$ cat config.mk
export PLATFORM = sky130hd
export DESIGN_NAME = fault_syndrome_collector
export DESIGN_NICKNAME = d
export VERILOG_FILES = /design/src/rtl/fsc_pkg.sv /design/src/rtl/fsc_misr.sv /design/src/rtl/fault_syndrome_collector.sv
export SDC_FILE = /design/constraint.sdc
export NUM_CORES = 1
export LEC_CHECK = 0
export CAP_MARGIN = 10
export CORE_MARGIN = 3
export CORE_UTILIZATION = 30
export CTS_CLUSTER_DIAMETER = 80
export CTS_CLUSTER_SIZE = 28
export DETAILED_ROUTE_END_ITERATION = 12
export GPL_TIMING_DRIVEN = 0
export PLACE_DENSITY = 0.71
export SYNTH_ARGS = -nofsm -noshare
export SYNTH_HDL_FRONTEND = slang
export SYNTH_HIERARCHICAL = 1
export SYNTH_SLANG_ARGS = --single-unit
$ cat constraint.sdc
create_clock -name clk -period 2.1 [get_ports clk]
set_input_delay 0.42 -clock clk [delete_from_list [all_inputs] [get_ports clk]]
set_output_delay 0.42 -clock clk [all_outputs]
set_load 0.01 [all_outputs]
$ cat src/rtl/fsc_pkg.sv
// Shared types and constants for the fault syndrome collector.
// The MISR polynomial and seed are used only when FSC_MISR_EN is defined.
package fsc_pkg;

  typedef enum logic [1:0] {
    FSC_IDLE    = 2'd0,
    FSC_COLLECT = 2'd1,
    FSC_REPORT  = 2'd2
  } fsc_state_e;

  // Feedback taps, LSB-aligned; a compactor of width W uses the low W bits.
  localparam logic [63:0] FSC_MISR_POLY = 64'h0000_0000_0000_001B;
  localparam logic [63:0] FSC_MISR_SEED = 64'h0000_0000_0000_0000;

endpackage

$ cat src/rtl/fsc_misr.sv
// Multiple-input signature register that compacts the per-pattern golden^faulty
// difference. Built into the collector only when FSC_MISR_EN is defined.
module fsc_misr
  import fsc_pkg::*;
#(
  parameter int OUT_W = 64
) (
  input  logic             clk,
  input  logic             rst_n,
  input  logic             load,
  input  logic             shift,
  input  logic [OUT_W-1:0] data,
  output logic [OUT_W-1:0] signature
);

  localparam logic [OUT_W-1:0] POLY = FSC_MISR_POLY[OUT_W-1:0];
  localparam logic [OUT_W-1:0] SEED = FSC_MISR_SEED[OUT_W-1:0];

  logic [OUT_W-1:0] sig_next;

  // Galois step: shift left, fold the carried-out MSB through the taps, add input.
  always_comb begin
    sig_next = {signature[OUT_W-2:0], 1'b0} ^ data;
    if (signature[OUT_W-1]) begin
      sig_next = sig_next ^ POLY;
    end else begin
      sig_next = sig_next;
    end
  end

  // Signature register: seeded on session start, advanced on each accepted pattern.
  always_ff @(posedge clk) begin
    if (!rst_n) begin
      signature <= {OUT_W{1'b0}};
    end else if (load) begin
      signature <= SEED;
    end else if (shift) begin
      signature <= sig_next;
    end else begin
      signature <= signature;
    end
  end

endmodule

$ cat src/rtl/fault_syndrome_collector.sv
// Records per-pattern golden/faulty mismatches of one fault session and reports them.
// Define FSC_MISR_EN to build the signature compactor; otherwise signature is tied to 0.
module fault_syndrome_collector
  import fsc_pkg::*;
#(
  parameter int OUT_W   = 64,
  parameter int PAT_MAX = 129,
  parameter int CNT_W   = 16
) (
  input  logic               clk,
  input  logic               rst_n,
  input  logic               start,
  input  logic               pat_valid,
  input  logic               pat_last,
  input  logic [OUT_W-1:0]   golden,
  input  logic [OUT_W-1:0]   faulty,
  input  logic               syn_ready,
  input  logic               clear,
  output logic [PAT_MAX-1:0] syndrome,
  output logic               syn_valid,
  output logic               detected,
  output logic               busy,
  output logic               overflow,
  output logic [CNT_W-1:0]   fault_count,
  output logic [CNT_W-1:0]   det_count,
  output logic [OUT_W-1:0]   signature
);

  localparam int IDX_W = $clog2(PAT_MAX + 1);
  localparam logic [IDX_W-1:0] IDX_FULL = IDX_W'(PAT_MAX);
  localparam logic [CNT_W-1:0] CNT_SAT  = {CNT_W{1'b1}};

  fsc_state_e         state, state_next;
  logic [IDX_W-1:0]   index;
  logic [PAT_MAX-1:0] syndrome_next;
  logic               mismatch;
  logic               take_start;
  logic               take_pat;
  logic               take_report;

  assign mismatch    = (golden != faulty);
  assign take_start  = (state == FSC_IDLE) && start;
  assign take_pat    = (state == FSC_COLLECT) && pat_valid;
  assign take_report = (state == FSC_REPORT) && syn_ready;
  assign syn_valid   = (state == FSC_REPORT);
  assign busy        = (state != FSC_IDLE);

  // State register.
  always_ff @(posedge clk) begin
    if (!rst_n) begin
      state <= FSC_IDLE;
    end else begin
      state <= state_next;
    end
  end

  // Next-state logic; a pattern arriving with start in IDLE is dropped.
  always_comb begin
    state_next = state;
    case (state)
      FSC_IDLE: begin
        if (start) state_next = FSC_COLLECT;
        else       state_next = FSC_IDLE;
      end
      FSC_COLLECT: begin
        if (pat_valid && pat_last) state_next = FSC_REPORT;
        else                       state_next = FSC_COLLECT;
      end
      FSC_REPORT: begin
        if (syn_ready) state_next = FSC_REPORT == state ? FSC_IDLE : FSC_REPORT;
        else           state_next = FSC_REPORT;
      end
      default: state_next = FSC_IDLE;
    endcase
  end

  // Write the current mismatch into the slot addressed by index; no slot once full.
  always_comb begin
    syndrome_next = syndrome;
    for (int i = 0; i < PAT_MAX; i++) begin
      if (index == IDX_W'(i)) begin
        syndrome_next[i] = mismatch;
      end else begin
        syndrome_next[i] = syndrome[i];
      end
    end
  end

  // Session record; index saturates at PAT_MAX so later patterns never wrap.
  always_ff @(posedge clk) begin
    if (!rst_n) begin
      syndrome <= {PAT_MAX{1'b0}};
      index    <= {IDX_W{1'b0}};
      detected <= 1'b0;
      overflow <= 1'b0;
    end else if (take_start) begin
      syndrome <= {PAT_MAX{1'b0}};
      index    <= {IDX_W{1'b0}};
      detected <= 1'b0;
      overflow <= 1'b0;
    end else if (take_pat) begin
      syndrome <= syndrome_next;
      detected <= detected | mismatch;
      if (index == IDX_FULL) begin
        overflow <= 1'b1;
      end else begin
        index <= index + IDX_W'(1);
      end
    end else begin
      syndrome <= syndrome;
      detected <= detected;
    end
  end

  // Saturating session counters; clear outranks a concurrent report handshake.
  always_ff @(posedge clk) begin
    if (!rst_n || clear) begin
      fault_count <= {CNT_W{1'b0}};
      det_count   <= {CNT_W{1'b0}};
    end else if (take_report) begin
      if (fault_count != CNT_SAT) fault_count <= fault_count + CNT_W'(1);
      else                        fault_count <= fault_count;
      if (detected && det_count != CNT_SAT) det_count <= det_count + CNT_W'(1);
      else                                  det_count <= det_count;
    end else begin
      fault_count <= fault_count;
      det_count   <= det_count;
    end
  end

`ifdef FSC_MISR_EN
  fsc_misr #(
    .OUT_W (OUT_W)
  ) u_misr (
    .clk       (clk),
    .rst_n     (rst_n),
    .load      (take_start),
    .shift     (take_pat),
    .data      (golden ^ faulty),
    .signature (signature)
  );
`else
  assign signature = {OUT_W{1'b0}};
`endif

endmodule

---- Word-level counts from Yosys, hierarchy flattened ----
Index checks and enable logic that the tools add are counted.
Widths: inputs -> output; s select.
word-level totals
  register bits after elaboration ......... 173
  output and inout bits ................... 229
cells by class
  add/subtract/negate cells ............... 3
  equality and inequality tests ........... 135
  multiplexer cells ....................... 5
  bitwise logic cells ..................... 3
  reduce and logical (&&, ||, !) cells .... 144
operators with widths
  cell                   number
  $eq 8x7->1 const B     64
  $reduce_and 2->1       133
  $eq 8x6->1 const B     32
  $eq 8x5->1 const B     16
  $eq 8x4->1 const B     8
  $ne 64x64->1           1
  $add 16x1->16 const B  2
  $eq 8x3->1 const B     4
  $ne 16x16->1 const B   2
  $eq 8x2->1 const B     2
  $eq 8x8->1 const B     2
  $add 8x1->8 const B    1
  $eq 8x1->1 const B     1
  $logic_not 8->1        1
  $mux 2                 3
  $pmux 2 s3             1
  $logic_and 1x1->1      5
  $eq 2x1->1 const B     1
  $eq 2x2->1 const A     1
  $eq 2x2->1 const B     1
  $logic_not 2->1        1
  $not 1->1              2
  $reduce_bool 2->1      1
  $reduce_or 2->1        1
  other kinds (4)        4

---- Longest topological paths before layout ----
  word-level depth ........................ 4
  depth in mapped cells ................... 8
  depth with buffers taken out ............ 7

---- Worst setup path before layout ----
No wires, ideal clock.
  kind .................................... input to register
  start point ............................. input faulty[20]
  end point ............................... register syndrome[0]
  setup time .............................. 0.122 ns
  data arrival time ....................... 1.775 ns
  setup slack ............................. 0.203 ns
  stages on the path ...................... 7
  path buffers ............................ 2
  cell sequence ........................... xor2_1 -> nor4_1 -> nand4_1 -> nor4_2 -> buf_2 -> buf_2 -> a21oi_1
between the ends
  cells in the longest elaborated chain, start to end .. 1
RTL lines
  element               line                             RTL
  from (decl)           fault_syndrome_collector.sv:16   input logic [OUT_W-1:0] faulty,
  $ne 64x64->1          fault_syndrome_collector.sv:41   assign mismatch = (golden != faulty);
  to (signal assigned)  fault_syndrome_collector.sv:92   syndrome <= {PAT_MAX{1'b0}};
  to (signal assigned)  fault_syndrome_collector.sv:97   syndrome <= {PAT_MAX{1'b0}};
  to (signal assigned)  fault_syndrome_collector.sv:102  syndrome <= syndrome_next;
  to (decl)             fault_syndrome_collector.sv:19   output logic [PAT_MAX-1:0] syndrome,
No other way between the ends.
A chain may end at the register's enable or synchronous reset.

---- Final worst setup path ----
  start point ............................. input faulty[6]
  end point ............................... register syndrome[80]
Same word-level chain as after synthesis.

==> impl_metrics.csv <==
group,metric,value,unit
timing,finalMaxSlewViolations,0,
synth,synth_most_common_cell,"nor2_1",
global_routing,grt_start_max_net_pins,21,
pwr,p_leak,5.18,nW
detailed_routing,drt-initial-drc-count,592,
global_routing,antenna_found_initial,0,
synth,yosys_register_bits,173,
synth,yosys_most_used_dff,"dfxtp_1",
clocking,clock_latency,440,ps
timing,setup_viol,0,
synth,synthArstFlopShare,0,
global_routing,track_usage,0.192,
floorplanning,num_rows,59,
clocking,clk_pin_slew,70,ps
pwr,ir_drop,0.562,mV
timing,finalHoldViolations,0,
worst_setup_path,crit_arrival,2360,ps
synth,synthTopCellsByArea,"dfxtp_1, a21oi_1, nor2_1",
synth,synth_edf_count,0,
timing,whs,482,ps
global_routing,grt_pass1_vias,7540,
worst_setup_path,required,2420,ps
timing,clock.fmax,490,MHz
synth,ys_types,41,
run_status,status,"completed",
synth,syn_avg_cell_area,8.01,µm²
finish,diodes,0,
timing,slew_headroom,0.630,
synth,synth_common_cells,"nor2_1, dfxtp_1, a21oi_1, o21ai_0, xor2_1",
finish,stdcell_area,13000,µm²
detailed_routing,drtAntennaViolNets,0,
clocking,max-clock-path-buffers,2,
finish,fin_util,0.496,
place,dp_slack,-980,ps
worst_setup_path,endpoint_kind,"flip-flop",
clocking,cts_tree,"done",
clocking,cts_sinks,173,
floorplanning,coreArea,26300,µm²
floorplanning,ios,364,
global_routing,overflow,0,
worst_setup_path,r2r_start,"index[0]",
timing,tightestPinTransition,542,ps
pwr,pwr_density_cell,551,nW/µm²
synth,synth_area,8090,µm²
clocking,cts_buffers,17,
timing,skew,21.5,ps
floorplanning,die_w,170,µm
floorplanning,initial_core_util,0.308,
detailed_routing,drt_wl_total,30100,µm
worst_setup_path,rr_worst_depth,7,
worst_setup_path,timing.rr.end,"syndrome[62]",
worst_setup_path,path_class,"in2reg",
global_routing,grt_pass1_wl,43200,µm
floorplanning,die_h,170,µm
detailed_routing,vias_per_cell,4.72,
hold_path,hp-start,"overflow",
timing,postLayoutSetupSlackWorst,57.1,ps
hold_path,min_path_cells,2,
timing,period_minus_slack,2040,ps
finish,area_delta_synth_final,61.3,%
finish,num-fill-cells,2476,
detailed_routing,remaining_drc_errors,0,
detailed_routing,detail_route.first_pass.iterations,6,
clocking,hold_buffers,0,
synth,yosysSeqAreaShare,0.428,
hold_path,worst_hold_path_type,"reg2reg",
timing,tns,0,ps
worst_setup_path,ff2ff_setup_slack,60,ps
synth,yosys.area.top_type,"dfxtp_1",
clocking,h-tree-depth,4,
place,dp_hpwl,22400,µm
synth,yosysWarnings,6,
timing,fin_crit_sh,0.973,
run,drv_cap,0,
clocking,cts_root_buffer,"clkbuf_16",
hold_path,hold_path_end,"overflow",
worst_setup_path,cp_max_fo,5,
worst_setup_path,critPathLaunchType,"primary input",
place,place_area,11700,µm²
detailed_routing,wl_per_cell,17.2,µm
finish,drive_gt1_frac,0.129,
place,gp_congestion,0.911,
detailed_routing,vias,8240,
finish,fin_nets,1538,
place,io_buffers,299,
synth,syn_inst,1010,
floorplanning,die-area,29000,µm²
worst_setup_path,cp-startpoint,"faulty[6]",
synth,netlist.area_leader.share,0.428,
timing,rsz0062_at_grt,"true",
## flip-flops by register name (all words and copies together), names as in the netlist
name         cells
fault_count     16
state            2
det_count       16
overflow         1
syndrome       129
index            8
detected         1
## worst max-delay path by stage
stage               depth (start not counted)  slack [ps]           end
detailed placement                          8        -980  syndrome[83]
CTS                                         6         -20  syndrome[48]
floorplan                                   7         200   syndrome[0]
global route                                7          -2  syndrome[20]
finish                                      9          60  syndrome[80]
global placement                            8        -970  syndrome[84]
## per-stage QoR
| stage | instances | power (mW) |
|---|---|---|
| after floorplan | 1073 | 3.68 |
| after global placement | 1707 | 4.03 |
| after detailed placement | 1707 | 4.04 |
| after CTS | 1744 | 7.21 |
| after global routing | 1745 | 7.44 |
| final | 1745 | 7.18 |
## layer usage
| layer | vias to the layer above | track usage | routed length (µm) |
|---|---|---|---|
| met4 | 0 | 0.0487 | 545 |
| li1 | 4123 | - | - |
| met5 | - | 0 | 0 |
| met2 | 299 | 0.311 | 14100 |
| met3 | 35 | 0.0476 | 2120 |
| met1 | 3783 | 0.259 | 13300 |
## cells in the final DEF (no fill, tap or decap), types with 3 or more instances in the layout
master / n
o21ai_0: 131
a211oi_1: 6
buf_2: 3
xnor2_1: 25
nor2b_1: 5
buf_4: 67
dfxtp_1: 173
nand3_1: 19
clkinv_8: 5
nor3_1: 4
nand2_1: 36
clkbuf_1: 22
xor2_1: 73
nor2_1: 168
buf_6: 8
inv_8: 3
inv_1: 10
conb_1: 64
nor4_2: 9
dlygate4sd2_1: 4
dlymetal6s2s_1: 49
a21oi_1: 133
clkbuf_16: 23
clkdlybuf4s50_1: 246
a21oi_2: 4
nor4_1: 12
ha_1: 4
inv_6: 4
nor2_2: 9
nand4_1: 14
nand3_2: 5
buf_8: 8
clkbuf_2: 6
nand3_4: 7
and4_1: 5
## cells by family after synthesis
family,after synthesis,synth area share
buffers and inverters,129,0.0935
DFF,173,0.428
muxes,1,0.00124
and+or+nand+nor,318,0.180
xor gates and xnor gates,99,0.107
AOI/OAI and AO/OA,283,0.180
adders and majority gates,6,0.00928
other,1,0.000464
## power by group
| part | switching (mW) | internal [mW] | total, mW |
|---|---|---|---|
| Combinational | 0.320 | 0.383 | 0.702 |
| Clock | 1.57 | 1.62 | 3.19 |
| Sequential | 0.00535 | 3.28 | 3.29 |
## repair_timing
action | in CTS | in global routing
resized for setup | 56 | 109
gates cloned | 1 | 6
endpoints found under the setup margin | 132 | 148
pin swaps | 7 | 29
setup buffers | 5 | 0
## layout make-up
class	instances	area (µm²)	area share
plain buffers	113	845	0.0647
clock buffers	17	425	0.0326
clock inverters	15	183	0.0140
inverters	10	37.5	0.00288
multi-input cells	771	4360	0.334
flip-flops and latches	173	3460	0.266
well taps	335	419	0.0321
repair buffers	311	3310	0.254
## critical path, stage by stage
cell,delay (ps)
clkdlybuf4s50_1,420
xor2_1,200
nor4_2,310
nand4_1,200
nor4_4,250
buf_6,190
buf_12,160
clkbuf_16,150
a21oi_1,60
Power figures use the tool's default switching activity.
